$ cat config.mk
export PLATFORM = sky130hd
export DESIGN_NAME = residual_min_tracker
export DESIGN_NICKNAME = d
export VERILOG_FILES = /design/src/rtl/residual_min_tracker.sv
export SDC_FILE = /design/constraint.sdc
export NUM_CORES = 1
export LEC_CHECK = 0
export CAP_MARGIN = 30
export CORE_ASPECT_RATIO = 2
export CORE_MARGIN = 5
export CORE_UTILIZATION = 55
export DETAILED_ROUTE_END_ITERATION = 7
export PLACE_DENSITY = 0.88
export SYNTH_ARGS = -nofsm -noshare
export SYNTH_HDL_FRONTEND = slang
export SYNTH_SLANG_ARGS = --single-unit
$ cat constraint.sdc
create_clock -name clk -period 7.45 [get_ports clk]
set_clock_uncertainty 0.1 [all_clocks]
set_input_delay 1.49 -clock clk [delete_from_list [all_inputs] [get_ports clk]]
set_output_delay 1.49 -clock clk [all_outputs]
set_load 0.02 [all_outputs]
$ cat src/rtl/residual_min_tracker.sv
// residual_min_tracker
// Tracks the smallest non-negative residual sum of a run of NUM_WIN fitted
// windows and the index of its window. It also counts the windows whose
// residual exceeds a threshold that is sampled at start. When the run is
// complete, the result is held and offered to the consumer with a
// valid/ack handshake.
module residual_min_tracker #(
    parameter int RES_W   = 125,
    parameter int NUM_WIN = 8000,
    parameter int IDX_W   = 15
) (
    input  logic                    clk,
    input  logic                    rst,
    input  logic                    start,
    input  logic                    res_valid,
    input  logic signed [RES_W-1:0] res_in,
    input  logic signed [RES_W-1:0] thr_in,
    output logic                    busy,
    output logic [IDX_W-1:0]        win_cnt,
    output logic signed [RES_W-1:0] min_res,
    output logic [IDX_W-1:0]        min_idx,
    output logic [IDX_W-1:0]        over_cnt,
    output logic                    neg_seen,
    output logic                    overrun,
    output logic                    done_valid,
    input  logic                    done_ack
);

    typedef enum logic [1:0] {
        S_IDLE = 2'd0,
        S_RUN  = 2'd1,
        S_HOLD = 2'd2
    } state_t;

    // Largest positive signed value: the minimum search starts from here.
    localparam logic signed [RES_W-1:0] MAX_POS  = {1'b0, {(RES_W-1){1'b1}}};
    localparam logic [IDX_W-1:0]        LAST_IDX = IDX_W'(NUM_WIN - 1);
    localparam logic [IDX_W-1:0]        CNT_MAX  = {IDX_W{1'b1}};

    state_t                    state;
    state_t                    state_nxt;
    logic signed [RES_W-1:0]   thr;

    // Per-sample classification used by the datapath.
    logic is_neg;
    logic below_min;
    logic above_thr;
    logic last_sample;

    assign is_neg      = res_in[RES_W-1];
    assign below_min   = res_in < min_res;
    assign above_thr   = res_in > thr;
    assign last_sample = res_valid && (win_cnt == LAST_IDX);

    // State register.
    always_ff @(posedge clk) begin
        // NOTE: sequential state uses non-blocking assignments so every register sees pre-edge values.
        if (rst) begin
            state <= S_IDLE;
        end else begin
            state <= state_nxt;
        end
    end

    // Next-state logic: start opens a run, the NUM_WIN-th sample closes it, ack releases the hold.
    always_comb begin
        // NOTE: default first so no path leaves state_nxt unassigned (no latch).
        state_nxt = state;
        case (state)
            S_IDLE:  if (start)       state_nxt = S_RUN;
            S_RUN:   if (last_sample) state_nxt = S_HOLD;
            S_HOLD:  if (done_ack)    state_nxt = S_IDLE;
            default: state_nxt = S_IDLE;
        endcase
    end

    // Output decode: handshake flags follow the state directly.
    always_comb begin
        busy       = 1'b0;
        done_valid = 1'b0;
        case (state)
            S_RUN:   busy       = 1'b1;
            S_HOLD:  done_valid = 1'b1;
            default: ;
        endcase
    end

    // Result datapath: the run is initialised at start and updated once per accepted sample.
    always_ff @(posedge clk) begin
        if (rst) begin
            thr      <= '0;
            min_res  <= '0;
            min_idx  <= '0;
            win_cnt  <= '0;
            over_cnt <= '0;
            neg_seen <= 1'b0;
            overrun  <= 1'b0;
        end else begin
            case (state)
                S_IDLE: begin
                    if (start) begin
                        thr      <= thr_in;
                        min_res  <= MAX_POS;
                        min_idx  <= '0;
                        win_cnt  <= '0;
                        over_cnt <= '0;
                        neg_seen <= 1'b0;
                        // A residual arriving with start is still outside the run.
                        overrun  <= res_valid;
                    end else if (res_valid) begin
                        overrun <= 1'b1;
                    end
                end
                S_RUN: begin
                    if (res_valid) begin
                        win_cnt <= win_cnt + IDX_W'(1);
                        if (is_neg) begin
                            neg_seen <= 1'b1;
                        end else begin
                            // Strict compare: a tie keeps the earlier window index.
                            if (below_min) begin
                                min_res <= res_in;
                                min_idx <= win_cnt;
                            end
                            if (above_thr && (over_cnt != CNT_MAX)) begin
                                over_cnt <= over_cnt + IDX_W'(1);
                            end
                        end
                    end
                end
                S_HOLD: begin
                    if (res_valid) begin
                        overrun <= 1'b1;
                    end
                end
                default: ;
            endcase
        end
    end

endmodule

==> impl_metrics.yaml <==
setup_path:
  reg2reg_from: "state[0]"
  reg2reg_to: "min_res[53]"
  cp_max_fo: 79
  worstSetupEndpoint: "min_res[53]"
  rr_worst_depth: 11
  cp-start-kind: "input pin"
  cp.required_ps: 7820
  worstPathArrival_ps: 5830
  r2r_setup_slack_ps: 2310
  crit_path_end_kind: "register"
  path_class: "in2reg"
  cp-startpoint: "res_in[78]"
placed_design:
  gp_congestion: 0.9198
  dp_cells: 3006
  dpl_cell_area_mm2: 0.02285
  dp.final_hpwl_mm: 47.10
  portBuffers: 427
  dp_slack_ps: 1466
routing:
  drt_iter0_markers: 1307
  vias_per_cell: 6.007
  totalWireLength_mm: 64.01
  vias: 18460
  ant_nets: 0
  wl_per_cell_um: 20.84
  post-route-drc-count: 0
  drt_first_pass_iters: 5
cts:
  clkSinkCount: 298
  clock_latency_ps: 560
  cts_setup_buffers: 0
  numCtsBuffers: 29
  clockBufferDepth: 3
  cts_root_buf: "clkbuf_16"
  tritoncts: "built"
  cts_resized: 0
  postCtsHoldBufs: 0
  htreeDepth: 1
  clk_pin_slew_ps: 70
timing:
  fin_ws_ps: 1988
  rsz0062_at_grt: "false"
  tns_ps: 0
  worst_slew_pin_slew_ps: 1050
  relSlewSlack_pct: 29.99
  fin_crit_ps: 5462
  timing_hold_violations_final: 0
  setup_viol: 0
  clock.fmax_mhz: 183.1
  drv_slew: 0
  fin_crit_sh_pct: 73.32
  timing.hold.ws_ps: 354.8
synthesis:
  synthesis.area_mm2: 0.01847
  yosys_warnings: 0
  synth-async-reset-ratio_pct: 0
  synthCells: 2259
  yosysUniqueCellTypes: 62
  synth_nets: 2764
  synth_ff_type: "dfxtp_1"
  synthTopCellsByArea: "dfxtp_1 (32%), ha_1 (17%), a211oi_2 (7.0%)"
  yosys_register_bits: 298
  yosys-top-cells-count: "nand2_1 (329), dfxtp_1 (298), inv_1 (251)"
  synth_top_area_share_pct: 32.30
  synth_edf_count: 0
  avgSynthCellArea_um2: 8.175
  synth-seq-area-share_pct: 32.30
  synthMostInstantiatedCell: "nand2_1"
  yosysTopAreaCell: "dfxtp_1"
pwr:
  p_int_mw: 3.396
  p_clk_share_pct: 32.7
  vdd_drop_max_mv: 0.2092
  p_leak_nw: 9.375
  swShare_pct: 33.06
  netSwitchingPower_mw: 1.678
  power_frac_seq_pct: 36.9
  power_frac_comb_pct: 30.4
  p_total_mw: 5.074
  cellPowerDensity_mw_per_mm2: 211.5
global_route:
  overflow: 0
  grt_max_degree: 118
  track_usage_pct: 32.56
  grt_pass1_vias: 19240
  grt_pass1_wl_mm: 100.3
  antenna_found_initial: 11
die:
  die-area_mm2: 0.03756
  io_pins: 429
  die_w_um: 139.6
  rows: 95
  start_util_pct: 55.29
  die_h_um: 269.1
  core_area_mm2: 0.03340
worst_hold_path:
  timing.hold.worst.class: "reg2reg"
  hold_path_depth: 2
layout:
  final_cell_area_mm2: 0.02399
  multi_input_area_mm2: 0.01095
  synthToLayoutAreaGrowth_pct: 29.92
  nFillCells: 2459
  post-route-util_pct: 71.83
  nNetsFinal: 3108
  fin_cells: 3072
  drive_above_1_share_pct: 7.238
  ff_latch_area_mm2: 0.005966
outcome:
  status: "finished clean"
job:
  drv_cap: 0
final cells by class:
class	instances	share of cell area [%]
sequential	298	24.86
timing repair buffer	447	18.73
clock inverter	16	1.006
inverter	254	3.974
tap	436	2.274
clock buffer	37	3.400
multi-input combinational	1573	45.64
antenna	11	0.1147
logic make-up (layout without fill, tap and decap cells):
family	after synthesis	count (layout)	share of synthesized area [%]
other	1	12	0.02031
and+or+nand+nor	685	685	16.31
DFF	298	298	32.30
AOI/OAI and AO/OA	604	604	24.17
adders and majority gates	250	250	16.94
buffers and inverters	388	754	8.564
xor gates and xnor gates	15	15	0.7113
muxes	18	18	0.9824
placed cells by master, fill, tap and decap left out, drive strengths merged, types with 6 or more instances in the layout:
master and instances:
nand2b 6, diode 11, clkdlybuf4s50 426, a21oi 211, a21o 37, buf 21
nor2b 14, mux2i 17, bufinv 6, nand3 41, clkinv 7, nand2 329
a211o 6, o21ai 46, dfxtp 298, nand4 58, o21a 7, a211oi 260
xor2 11, and3 12, nor4 6, inv 255, nor3 13, nor2 180
ha 250, clkbuf 37
worst min-delay path by stage:
stage	start	to
6_report	thr[110]	thr[110]
5_1_grt	thr[4]	thr[4]
4_1_cts	thr[91]	thr[91]
3_5_place_dp	thr[73]	thr[73]
3_3_place_gp	min_idx[13]	min_idx[13]
2_1_floorplan	thr[100]	thr[100]
power groups by stage:
stage / Combinational, mW / Sequential, mW / Clock, mW
after floorplan: 0.810 / 1.97 / 0
after global routing: 1.69 / 1.89 / 1.74
after detailed placement: 1.51 / 1.90 / 0
after global placement: 1.45 / 1.90 / 0
final: 1.54 / 1.87 / 1.66
after CTS: 1.53 / 1.87 / 1.67
worst max-delay path, stage by stage:
cell and delay (ps):
clkdlybuf4s50_1 480, ha_1 360, a21oi_1 150, nor2_1 50, a211o_1 270, a21oi_1 160
o21ai_1 130, a221o_1 340, a211o_1 330, nor3_4 190, buf_4 500, buf_4 800
a211oi_1 240, a211oi_2 250
routing by layer:
metal / GRT usage (%) / share of wire [%] / up-vias
li1: - / - / 8590
met1: 33.39 / 34 / 8733
met2: 59.15 / 51 / 846
met3: 6.206 / 7.1 / 284
met4: 21.67 / 7.8 / 2
met5: 0 / 0.020 / -
sequential cells by signal (all words and copies together), names as in the netlist:
register,flops
thr,125
overrun,1
state,2
over_cnt,15
min_idx,15
neg_seen,1
min_res,124
win_cnt,15
Power figures use the tool's default switching activity.
